File: config.mk
export PLATFORM = sky130hd
export DESIGN_NAME = fetch_stage
export DESIGN_NICKNAME = d
export VERILOG_FILES = /design/src/rtl/mips_pkg.sv /design/src/rtl/if_id_reg.sv /design/src/rtl/fetch_stage.sv
export SDC_FILE = /design/constraint.sdc
export NUM_CORES = 1
export LEC_CHECK = 0
export CAP_MARGIN = 40
export CORE_AREA = 2 2 164 166
export CTS_BUF_LIST = sky130_fd_sc_hd__clkbuf_8 sky130_fd_sc_hd__clkbuf_16
export CTS_CLUSTER_SIZE = 20
export DETAILED_ROUTE_END_ITERATION = 12
export DIE_AREA = 0 0 166 168
export GPL_TIMING_DRIVEN = 0
export HOLD_SLACK_MARGIN = 0.03
export PLACE_DENSITY = 0.58
export SYNTH_ARGS = -nofsm -noshare
export SYNTH_HDL_FRONTEND = slang
export SYNTH_SLANG_ARGS = --single-unit
File: constraint.sdc
create_clock -name clk -period 6 [get_ports clk]
set_input_delay 0.9 -clock clk [delete_from_list [all_inputs] [get_ports clk]]
set_output_delay 0.9 -clock clk [all_outputs]
set_load 0.02 [all_outputs]
File: src/rtl/mips_pkg.sv
// rtl/mips_pkg.sv - shared constants and types for the MIPS pipeline
// Contents: NOP encoding, BEQ opcode (shared with the hazard unit),
// fetch FSM state enum, PC increment helper.
package mips_pkg;

  localparam logic [31:0] NOP    = 32'h0000_0000;
  localparam logic [5:0]  OP_BEQ = 6'b000100;

  typedef enum logic [1:0] {
    START = 2'd0,
    REQ   = 2'd1,
    HELD  = 2'd2,
    DROP  = 2'd3
  } fetch_state_e;

  // 32-bit add, wraps naturally at 2^32.
  function automatic logic [31:0] pc_plus4(input logic [31:0] pc);
    return pc + 32'd4;
  endfunction

endpackage

File: src/rtl/if_id_reg.sv
// rtl/if_id_reg.sv - IF/ID pipeline register with flush > hold > load priority
// Ports: clk, rst (async, active-high); flush, hold, load controls;
// instr_in/pc4_in load data; instr_q/pc4_q/valid_q register contents.
module if_id_reg
  import mips_pkg::*;
(
  input  logic        clk,
  input  logic        rst,
  input  logic        flush,
  input  logic        hold,
  input  logic        load,
  input  logic [31:0] instr_in,
  input  logic [31:0] pc4_in,
  output logic [31:0] instr_q,
  output logic [31:0] pc4_q,
  output logic        valid_q
);

  logic [31:0] instr_d;
  logic [31:0] pc4_d;
  logic        valid_d;

  always_comb begin
    instr_d = instr_q;
    pc4_d   = pc4_q;
    valid_d = valid_q;
    if (flush) begin
      instr_d = NOP;
      pc4_d   = 32'h0;
      valid_d = 1'b0;
    end else if (hold) begin
      instr_d = instr_q;
    end else if (load) begin
      instr_d = instr_in;
      pc4_d   = pc4_in;
      valid_d = 1'b1;
    end
  end

  always_ff @(posedge clk or posedge rst) begin
    if (rst) begin
      instr_q <= NOP;
      pc4_q   <= 32'h0;
      valid_q <= 1'b0;
    end else begin
      instr_q <= instr_d;
      pc4_q   <= pc4_d;
      valid_q <= valid_d;
    end
  end

endmodule

File: src/rtl/fetch_stage.sv
// rtl/fetch_stage.sv - instruction fetch stage: PC, imem req/ack FSM, skid buffer, IF/ID
// Ports: clk, rst (async, active-high); holdPC/holdIF_ID stall inputs;
// branch_taken/branch_target redirect; imem_req/imem_addr/imem_ack/imem_rdata
// memory handshake; IF_ID_Instr/IF_ID_PC4/IF_ID_valid to decode.
module fetch_stage
  import mips_pkg::*;
#(
  parameter logic [31:0] RESET_PC = 32'h0000_0000
) (
  input  logic        clk,
  input  logic        rst,
  input  logic        holdPC,
  input  logic        holdIF_ID,
  input  logic        branch_taken,
  input  logic [31:0] branch_target,
  output logic        imem_req,
  output logic [31:0] imem_addr,
  input  logic        imem_ack,
  input  logic [31:0] imem_rdata,
  output logic [31:0] IF_ID_Instr,
  output logic [31:0] IF_ID_PC4,
  output logic        IF_ID_valid
);

  fetch_state_e state_q, state_d;
  logic [31:0]  pc_q, pc_d;
  logic [31:0]  skid_q, skid_d;
  logic [31:0]  addr_q, addr_d;
  logic         req_q, req_d;

  logic         stall;
  logic [31:0]  target;
  logic         ifid_flush, ifid_hold, ifid_load;
  logic [31:0]  ifid_instr;

  assign stall  = holdPC | holdIF_ID;
  assign target = branch_target & ~32'h3;

  always_comb begin
    state_d    = state_q;
    pc_d       = pc_q;
    skid_d     = skid_q;
    ifid_flush = 1'b0;
    ifid_hold  = 1'b0;
    ifid_load  = 1'b0;
    ifid_instr = skid_q;

    case (state_q)
      START: begin
        state_d = REQ;
        if (branch_taken) begin
          ifid_flush = 1'b1;
          pc_d       = target;
          skid_d     = 32'h0;
        end
      end
      REQ: begin
        if (branch_taken) begin
          ifid_flush = 1'b1;
          pc_d       = target;
          skid_d     = 32'h0;
          // Without the ack the old request is still in flight; DROP waits it out.
          state_d    = imem_ack ? REQ : DROP;
        end else if (imem_ack && !stall) begin
          ifid_load  = 1'b1;
          ifid_instr = imem_rdata;
          pc_d       = pc_plus4(pc_q);
        end else if (imem_ack) begin
          // Stall in the ack cycle: park the word so it is not lost.
          skid_d     = imem_rdata;
          ifid_hold  = 1'b1;
          state_d    = HELD;
        end else if (!stall) begin
          ifid_flush = 1'b1;
        end else begin
          ifid_hold  = 1'b1;
        end
      end
      HELD: begin
        if (branch_taken) begin
          ifid_flush = 1'b1;
          pc_d       = target;
          skid_d     = 32'h0;
          state_d    = REQ;
        end else if (stall) begin
          ifid_hold  = 1'b1;
        end else begin
          ifid_load  = 1'b1;
          ifid_instr = skid_q;
          pc_d       = pc_plus4(pc_q);
          state_d    = REQ;
        end
      end
      DROP: begin
        ifid_flush = 1'b1;
        if (branch_taken) pc_d = target;
        if (imem_ack) state_d = REQ;
      end
      default: state_d = START;
    endcase

    req_d  = (state_d == REQ) || (state_d == DROP);
    // The abandoned request keeps its address on the bus until it is acked.
    addr_d = (state_d == DROP) ? addr_q : pc_d;
  end

  always_ff @(posedge clk or posedge rst) begin
    if (rst) begin
      state_q <= START;
      pc_q    <= RESET_PC;
      skid_q  <= 32'h0;
      addr_q  <= RESET_PC;
      req_q   <= 1'b0;
    end else begin
      state_q <= state_d;
      pc_q    <= pc_d;
      skid_q  <= skid_d;
      addr_q  <= addr_d;
      req_q   <= req_d;
    end
  end

  assign imem_req  = req_q;
  assign imem_addr = addr_q;

  if_id_reg u_if_id_reg (
    .clk      (clk),
    .rst      (rst),
    .flush    (ifid_flush),
    .hold     (ifid_hold),
    .load     (ifid_load),
    .instr_in (ifid_instr),
    .pc4_in   (pc_plus4(pc_q)),
    .instr_q  (IF_ID_Instr),
    .pc4_q    (IF_ID_PC4),
    .valid_q  (IF_ID_valid)
  );

endmodule

==> results of run 1 <==
[sequential cells by signal, summed over array words and instances, names as in the netlist]
name and count:
pc_q 32, u_if_id_reg.instr_q 32, u_if_id_reg.pc4_q 32, imem_addr 32
state_q 2, skid_q 32, u_if_id_reg.valid_q 1
[cell usage in the layout, fill, tap and decap left out, types with 23 or more instances in the layout]
cell | synthesis | routed
nand2_1 | 183 | 183
clkdlybuf4s50_1 | 0 | 165
dfrtp_1 | 163 | 163
nor2_1 | 106 | 106
o21ai_0 | 60 | 60
clkbuf_1 | 36 | 36
a311oi_1 | 34 | 34
buf_2 | 31 | 32
a211oi_1 | 31 | 31
mux2_2 | 28 | 28
nand3_1 | 25 | 25
nor3_1 | 25 | 25
xnor2_1 | 23 | 23
[Yosys cell counts (all sizes together), types with 7 or more instances]
| master | n |
|---|---|
| nand2 | 185 |
| dfrtp | 163 |
| nor2 | 106 |
| o21ai | 62 |
| buf | 44 |
| clkbuf | 39 |
| a311oi | 34 |
| a211oi | 31 |
| mux2 | 29 |
| nand3 | 28 |
| nor3 | 28 |
| xnor2 | 23 |
| a21oi | 22 |
| nor4 | 16 |
| xor2 | 16 |
| nand4 | 13 |
| inv | 11 |
| a221oi | 10 |
| mux2i | 10 |
| a31oi | 8 |
| nand2b | 8 |
| ha | 7 |
| o211ai | 7 |
[logic make-up (layout without fill, tap and decap cells)]
kind of cell | Yosys count | count (layout) | synth area share
and+or+nand+nor | 425 | 425 | 0.229
adders and majority gates | 7 | 7 | 0.00973
buffers and inverters | 95 | 297 | 0.0473
AOI/OAI and AO/OA | 224 | 224 | 0.175
DFF | 163 | 163 | 0.453
xor gates and xnor gates | 39 | 39 | 0.0379
muxes | 39 | 39 | 0.0478
[power by group through the flow]
stage / combinational, mW / clock [mW] / sequential (mW)
after floorplan: 1.26 / 0 / 1.76
after global placement: 2.25 / 0 / 1.62
after detailed placement: 2.27 / 0 / 1.62
after CTS: 2.28 / 1.29 / 1.60
after global routing: 2.47 / 1.33 / 1.64
final: 2.30 / 1.27 / 1.60
[layer usage]
| layer | vias up | share of wire |
|---|---|---|
| li1 | 3949 | - |
| met1 | 4017 | 0.46 |
| met2 | 382 | 0.45 |
| met3 | 58 | 0.060 |
| met4 | 0 | 0.031 |
| met5 | - | 0 |
[worst reg2reg max path, stage by stage (launching register included)]
cell	delay, ns
dfrtp_1	0.50
inv_1	0.17
ha_1	0.32
buf_2	0.22
or3b_2	0.57
nor3_2	0.55
buf_2	0.38
buf_1	0.40
a311oi_1	0.16
[per-stage QoR]
stage | TNS [ns] | hold WS [ns] | power, mW | setup WS (ns) | utilization
after floorplan | 0 | 0.450 | 3.01 | 0.695 | -
after global placement | -270.17 | 0.462 | 3.87 | -1.68 | 0.420
after detailed placement | 0 | 0.469 | 3.89 | 1.79 | 0.423
after CTS | 0 | 0.485 | 5.18 | 2.23 | 0.448
after global routing | 0 | 0.513 | 5.44 | 2.01 | 0.448
final | 0 | 0.482 | 5.17 | 2.08 | 0.448
[layout make-up]
type                       count  area (sq um)
sequential                   163          4080
fill                        2610         14500
inverter                      12          52.6
clock inverter                15           240
buffer                        83           380
tap                          341           427
timing repair buffer         170          1700
multi-input combinational    734          4500
clock buffer                  17           425
[final timing paths]
check	startpoint	end	slack (ns)	depth (start not counted)
max in group asynchronous	rst	imem_addr[14]	4.27	3
min in group asynchronous	rst	u_if_id_reg.instr_q[6]	0.88	2
worst min register to register	skid_q[5]	skid_q[5]	0.48	2
worst max-delay path	imem_ack	imem_addr[16]	2.08	8
worst min-delay path	skid_q[5]	skid_q[5]	0.48	2
worst max register to register	state_q[0]	u_if_id_reg.instr_q[9]	2.59	8
==> impl_metrics.json, run 1 <==
{
  "globalRouteOverflowTotal": 0,
  "clock_network_power_share": 0.246,
  "synthesized_area_divided_by_synthesized_cell_count_sq_um": 9.07,
  "path_cells": "clkdlybuf4s50_1, buf_2, nor3b_1, clkbuf_1, nand2_1, a21oi_1, nor4_2, mux2_2",
  "synth.cell_area_sq_um": 9000,
  "post_synth_inst_count": 992,
  "synth-edff-count": 0,
  "ctsHtreeMaxLevel": 4,
  "p_switching_mw": 2.12,
  "drt_wl_total_mm": 32.3,
  "num_antenna_cells": 0,
  "route.detailed.vias_per_inst": 5.48,
  "critPathMaxStageDelay_ns": 0.69,
  "p_leak_nw": 4.63,
  "drt_iter0_markers": 737,
  "place.detailed.hpwl_mm": 23.9,
  "comb_power_share": 0.444,
  "dr_total_vias": 8406,
  "tightest_slew_ns": 0.815,
  "unrepaired_setup_endpoints_after_global_routing": "false",
  "cts_tree": "done",
  "cts.hold.buffers_added": 0,
  "worstPathMaxFanout": 10,
  "finalInstanceArea_sq_um": 11800,
  "worst_slew_margin_rel": 0.455,
  "global_route_usage_over_all_layers": 0.230,
  "clock_path_buffers": 2,
  "power.internal_mw": 3.05,
  "floorplan.initialDensity": 0.342,
  "groute.layer.met3.usage": 0.0407,
  "setup.worst_path.end_class": "flip-flop",
  "met1_usage": 0.319,
  "final.min_clock_period_ns": 3.92,
  "final_min_period_over_clock_period": 0.653,
  "ys_async_sr_fraction": 1.00,
  "path_delay_family": "buffers and inverters",
  "timing_max_transition_violations_final": 0,
  "post_route_drc_violation_count": 0,
  "pin_count": 168,
  "grt_pass1_wl_mm": 49.8,
  "port_buffers": 165,
  "cts_repair_resize_count": 0,
  "setup.worst_path.class": "input port to flip-flop",
  "swShare": 0.410,
  "dp.cells": 1503,
  "synthesis.nets": 1069,
  "netlist_top_cells_area": "dfrtp_1, nand2_1, nor2_1",
  "wl_per_cell_um": 21.0,
  "vdd.ir_drop.worst_mv": 0.222,
  "report.final.setup_viol": 0,
  "grt_antenna_before_repair": 0,
  "worst-path-buf-inv": 3,
  "max_freq_ghz": 0.255,
  "drt_first_pass_iters": 6,
  "ant_nets": 0,
  "synth-seq-cells": 163,
  "netlist.top_cell.by_area": "dfrtp_1",
  "finalHoldViolations": 0,
  "grt_util_met2": 0.359,
  "unique_cell_type_count_in_the_yosys_netlist": 73,
  "ys_warn_count": 0,
  "worst-endpoint-arrival_ns": 4.24,
  "startpoint_type": "input port",
  "synth_flop_cell": "dfrtp_1",
  "finalClockSkew_ns": 0.0189,
  "number_of_placement_rows": 60,
  "fp.dieH_um": 168,
  "grt.busiest_layer": "met2",
  "floorplan.die_area_sq_um": 27900,
  "clock_edge_transition_at_the_registers_on_the_reported_setup_and_hold_paths_ns": 0.07,
  "power_density_nw_per_um2": 438,
  "max-cap-violations": 0,
  "cts.repair_timing.setup_buffer_count": 0,
  "final_net_count": 1258,
  "post_route_cells_drive_above_1_share": 0.112,
  "synth.top_cell.area_share": 0.453,
  "grt_max_degree": 103,
  "clk_latency_ns": 0.44,
  "status": "finished clean",
  "gpl.final_weighted_congestion": 0.983,
  "grt_pass1_vias": 8298,
  "cts_root_buffer": "clkbuf_16",
  "die_w_um": 166,
  "detailed_place.area_sq_um": 11100,
  "cts_inserted_buffers": 17,
  "synth.yosys.seq_area_share": 0.453,
  "cts.sink_count": 163,
  "holdCritPathClass": "flip-flop to flip-flop",
  "area_growth_pct": 31.1,
  "core-area_sq_um": 26400,
  "seqPwrFrac": 0.310,
  "stdcell_count": 1535,
  "worstPathRequired_ns": 6.32,
  "timing.critical_path.slowest_stage_cell": "nor3b_1"
}
No activity file was read; power rests on OpenSTA's default activity.
==> inputs of run 2 (changes only) <==
- PLACE_DENSITY: 0.58 -> 0.6
- clock period: 6 -> 3.21 ns (I/O delays scaled with it)
==> impl_metrics.json, run 2 (synthesis gave the netlist of run 1 again) <==
{
  "critical_path.reg2reg.endpoint": "u_if_id_reg.instr_q[26]",
  "worst-r2r-cell-count": 8,
  "fillCellCount": 2578,
  "sequential_cell_area_sq_um": 4080,
  "comb_power_share": 0.456,
  "clock_edge_transition_at_the_registers_on_the_reported_setup_and_hold_paths_ns": 0.06,
  "cts.hold.buffers_added": 0,
  "final.setup.worst_slack_ns": 0.114,
  "gpl.final_weighted_congestion": 0.967,
  "post-route-util": 0.447,
  "number_of_placement_rows": 60,
  "max-cap-violations": 0,
  "finalInstanceArea_sq_um": 11800,
  "worst_slew_margin_rel": 0.430,
  "floorplan.initialDensity": 0.342,
  "total_area_of_multi_input_combinational_cells_sq_um": 4510,
  "holdPathStages": 2,
  "grt_pass1_wl_mm": 49.5,
  "setup.worst_path.class": "input port to flip-flop",
  "vdd.ir_drop.worst_mv": 0.349,
  "floorplan.die_area_sq_um": 27900,
  "clock_network_power_share": 0.223,
  "global_route_usage_over_all_layers": 0.229,
  "max_freq_ghz": 0.323,
  "reg2reg_from": "state_q[0]",
  "worstPathMaxFanout": 10,
  "worst-endpoint-arrival_ns": 3.38,
  "cts_inserted_buffers": 17,
  "worstPathRequired_ns": 3.49,
  "tightest_slew_ns": 0.847,
  "port_buffers": 165,
  "cts_repair_resize_count": 2,
  "post_route_drc_violation_count": 0,
  "p_leak_nw": 4.63,
  "hold_slack_ns": 0.482,
  "ant_nets": 0,
  "clock_path_buffers": 2,
  "finalClockSkew_ns": 0.0120,
  "timing_max_transition_violations_final": 0,
  "route.detailed.vias_per_inst": 5.52,
  "grt_max_degree": 38,
  "dr_total_vias": 8478,
  "drt_wl_total_mm": 32.1,
  "most-common-layout-cells": "nand2_1, clkdlybuf4s50_1, dfrtp_1, nor2_1, o21ai_0",
  "place.detailed.hpwl_mm": 24.2,
  "cts.repair_timing.setup_buffer_count": 0,
  "clk_latency_ns": 0.43,
  "post_route_cells_drive_above_1_share": 0.119,
  "cts.sink_count": 163,
  "report.final.setup_viol": 0,
  "drt_iter0_markers": 850,
  "area_growth_pct": 30.9,
  "detailed_place.area_sq_um": 11200,
  "finalHoldViolations": 0,
  "fin_setup_tns_ns": 0,
  "globalRouteOverflowTotal": 0,
  "holdCritPathClass": "flip-flop to flip-flop",
  "commonest_non_fill_non_tap_cell_in_the_layout": "nand2_1",
  "core-area_sq_um": 26400,
  "seqPwrFrac": 0.321,
  "worst_slack_at_placement_ns": -0.460,
  "fp.dieH_um": 168,
  "power_density_nw_per_um2": 795,
  "final_min_period_over_clock_period": 0.964,
  "worstHoldStart": "skid_q[27]",
  "cts_tree": "done",
  "final_net_count": 1260,
  "wl_per_cell_um": 20.9,
  "regToRegSetupSlack_ns": 0.14,
  "pin_count": 168,
  "grt_pass1_vias": 8130,
  "setup.worst_path.end_class": "flip-flop",
  "num_antenna_cells": 0,
  "worst_hold_path.endpoint": "skid_q[27]",
  "final.min_clock_period_ns": 3.10,
  "unrepaired_setup_endpoints_after_global_routing": "false",
  "swShare": 0.414,
  "startpoint_type": "input port",
  "ctsHtreeMaxLevel": 4,
  "die_w_um": 166,
  "cts_root_buffer": "clkbuf_16",
  "status": "finished clean",
  "drt_first_pass_iters": 5,
  "grt_antenna_before_repair": 0,
  "p_switching_mw": 3.88,
  "power.internal_mw": 5.49
}
-- run 2: area by class of cell --
class,count,share of cell area
multi-input combinational,734,0.382
inverter,12,0.00414
clock buffer,19,0.0384
tap,341,0.0362
clock inverter,12,0.0113
timing repair buffer,172,0.149
sequential,163,0.346
buffer,83,0.0330
-- run 2: worst max path at each step --
stage,start,end
after floorplan,state_q[0],imem_addr[16]
after global placement,rst,imem_addr[18]
after detailed placement,imem_ack,imem_addr[16]
after CTS,state_q[1],imem_addr[19]
after global routing,state_q[0],imem_addr[0]
final,imem_ack,u_if_id_reg.instr_q[0]
-- run 2: power by group through the flow --
| stage | Sequential [mW] | Clock, mW | Combinational (mW) |
|---|---|---|---|
| global placement | 3.03 | 0 | 4.19 |
| detailed placement | 3.04 | 0 | 4.23 |
| global route | 3.09 | 2.20 | 4.61 |
| floorplan | 3.28 | 0 | 2.35 |
| finish | 3.01 | 2.09 | 4.27 |
| CTS | 3.01 | 2.12 | 4.25 |
-- run 2: per-stage QoR --
stage | total power [mW] | std cells
final | 9.37 | 1536
after floorplan | 5.63 | 992
after CTS | 9.38 | 1536
after detailed placement | 7.27 | 1505
after global routing | 9.90 | 1536
after global placement | 7.22 | 1498
-- run 2: critical path: stages --
cell and delay (ns):
clkdlybuf4s50_1 0.49, buf_2 0.23, nor3b_1 0.56, clkbuf_1 0.62
nand2_2 0.40, clkbuf_1 0.35, nand2_1 0.15, a311oi_1 0.09
-- run 2: per-layer routing --
layer / up-vias / GRT usage / routed length, um
li1: 3952 / - / -
met5: - / 0 / 0
met2: 388 / 0.367 / 14500
met1: 4080 / 0.313 / 14600
met3: 58 / 0.0421 / 2070
met4: 0 / 0.0760 / 952
==> inputs of run 3 (changes only) <==
- SLEW_MARGIN: unset -> 25
==> impl_metrics.json, run 3 (synthesis gave the netlist of run 1 again) <==
{
  "status": "finished clean",
  "die_w_um": 166,
  "cts_tree": "done",
  "global_route_usage_over_all_layers": 0.231,
  "startpoint_type": "input port",
  "tightest_slew_ns": 0.914,
  "ctsHtreeMaxLevel": 4,
  "grt_antenna_before_repair": 0,
  "place.detailed.hpwl_mm": 24.2,
  "final_net_count": 1261,
  "core-area_sq_um": 26400,
  "globalRouteOverflowTotal": 0,
  "worst_slack_at_placement_ns": -0.437,
  "floorplan.die_area_sq_um": 27900,
  "unrepaired_setup_endpoints_after_global_routing": "false",
  "clock_network_power_share": 0.220,
  "finalClockSkew_ns": 0.0141,
  "clock_path_buffers": 2,
  "gpl.final_weighted_congestion": 0.967,
  "p_switching_mw": 3.90,
  "detailed_place.area_sq_um": 11200,
  "cts_inserted_buffers": 17,
  "worst_slew_margin_rel": 0.385,
  "finalPower_mw": 9.35,
  "post-route-util": 0.448,
  "cts.sink_count": 163,
  "vdd.ir_drop.worst_mv": 0.360,
  "post_route_cells_drive_above_1_share": 0.120,
  "final.min_clock_period_ns": 3.07,
  "power_density_nw_per_um2": 792,
  "regToRegSetupSlack_ns": 0.15,
  "drt_first_pass_iters": 6,
  "comb_power_share": 0.459,
  "seqPwrFrac": 0.321,
  "report.final.setup_viol": 0,
  "commonest_non_fill_non_tap_cell_in_the_layout": "nand2_1",
  "dr_total_vias": 8415,
  "worstPathMaxFanout": 10,
  "worstPathRequired_ns": 3.49,
  "num_antenna_cells": 0,
  "grt_max_degree": 32,
  "hold_slack_ns": 0.479,
  "finalHoldViolations": 0,
  "drt_wl_total_mm": 32.3,
  "number_of_placement_rows": 60,
  "max-cap-violations": 0,
  "setup.worst_path.end_class": "flip-flop",
  "setup.worst_path.class": "input port to flip-flop",
  "crit_path_start": "imem_ack",
  "critical_path.reg2reg.endpoint": "u_if_id_reg.instr_q[26]",
  "final.setup.worst_slack_ns": 0.140,
  "wl_per_cell_um": 21.0,
  "fp.dieH_um": 168,
  "worst-r2r-cell-count": 8,
  "ant_nets": 0,
  "grt_pass1_vias": 8283,
  "drt_iter0_markers": 684,
  "swShare": 0.418,
  "worst_setup_path_endpoint": "u_if_id_reg.instr_q[0]",
  "power.internal_mw": 5.44,
  "worst-endpoint-arrival_ns": 3.35,
  "area_growth_pct": 31.2,
  "most-common-layout-cells": "nand2_1, clkdlybuf4s50_1, dfrtp_1, nor2_1, o21ai_0",
  "cts_root_buffer": "clkbuf_16",
  "reg2reg_from": "state_q[0]",
  "floorplan.initialDensity": 0.342,
  "route.detailed.vias_per_inst": 5.47,
  "finalInstanceArea_sq_um": 11800,
  "cts.hold.buffers_added": 0,
  "post_route_drc_violation_count": 0,
  "clk_latency_ns": 0.44,
  "port_buffers": 165,
  "holdCritPathClass": "input port to async pin",
  "clock_edge_transition_at_the_registers_on_the_reported_setup_and_hold_paths_ns": 0.07,
  "final_min_period_over_clock_period": 0.956,
  "grt_pass1_wl_mm": 49.9,
  "timing_max_transition_violations_final": 0,
  "pin_count": 168,
  "p_leak_nw": 4.63,
  "max_freq_ghz": 0.326
}
-- run 3: changes by cell type in the layout (fill, tap and decap cells not counted), sizes merged --
| cell | delta |
|---|---|
| clkinvlp | -1 |
| bufinv | -1 |
| clkinv | +3 |
| buf | +1 |
| inv | -1 |
| clkbuf | +1 |
-- run 3: layer usage --
layer / up-vias / global-route usage / part of all wire
met3: 47 / 0.0409 / 0.064
met2: 367 / 0.368 / 0.46
met5: - / 0 / 0
met1: 4053 / 0.320 / 0.45
met4: 0 / 0.0737 / 0.027
li1: 3948 / - / -
-- run 3: metrics by stage --
stage	TNS, ns	cells
5_1_grt	0	1538
2_1_floorplan	0	992
6_report	0	1538
4_1_cts	0	1538
3_5_place_dp	-21.49	1506
3_3_place_gp	-152.77	1498
-- run 3: power groups by stage --
stage                     Clock, mW  Combinational (mW)  Sequential (mW)
after CTS                      2.10                4.26             3.01
after detailed placement          0                4.24             3.04
after floorplan                   0                2.35             3.28
after global routing           2.18                4.62             3.08
after global placement            0                4.19             3.03
final                          2.06                4.29             3.00
-- run 3: repair_timing --
action | 4_1_cts | 5_1_grt
endpoints found under the setup margin | 20 | 67
gates resized for setup | 1 | 7
buffers inserted | 0 | 0
-- run 3: worst min-delay path by stage --
| stage | end | slack (ns) | depth (start not counted) |
|---|---|---|---|
| 2_1_floorplan | skid_q[0] | 0.45 | 2 |
| 4_1_cts | u_if_id_reg.instr_q[6] | 0.49 | 2 |
| 3_3_place_gp | skid_q[12] | 0.46 | 2 |
| 6_report | u_if_id_reg.instr_q[9] | 0.48 | 2 |
| 3_5_place_dp | skid_q[8] | 0.47 | 2 |
| 5_1_grt | skid_q[24] | 0.51 | 2 |
-- run 3: critical path, stage by stage --
cell             delay, ns
clkdlybuf4s50_1       0.49
buf_2                 0.23
nor3b_1               0.56
clkbuf_1              0.62
nand2_2               0.38
clkbuf_1              0.34
nand2_1               0.15
a311oi_1              0.09
-- run 3: layout make-up --
| type | count | area (sq um) |
|---|---|---|
| Clock inverter | 12 | 119 |
| Fill cell | 2582 | 14500 |
| Tap cell | 341 | 427 |
| Buffer | 83 | 385 |
| Clock buffer | 20 | 467 |
| Inverter | 12 | 48.8 |
| Sequential cell | 163 | 4080 |
| Multi-Input combinational cell | 734 | 4510 |
| Timing Repair Buffer | 173 | 1770 |
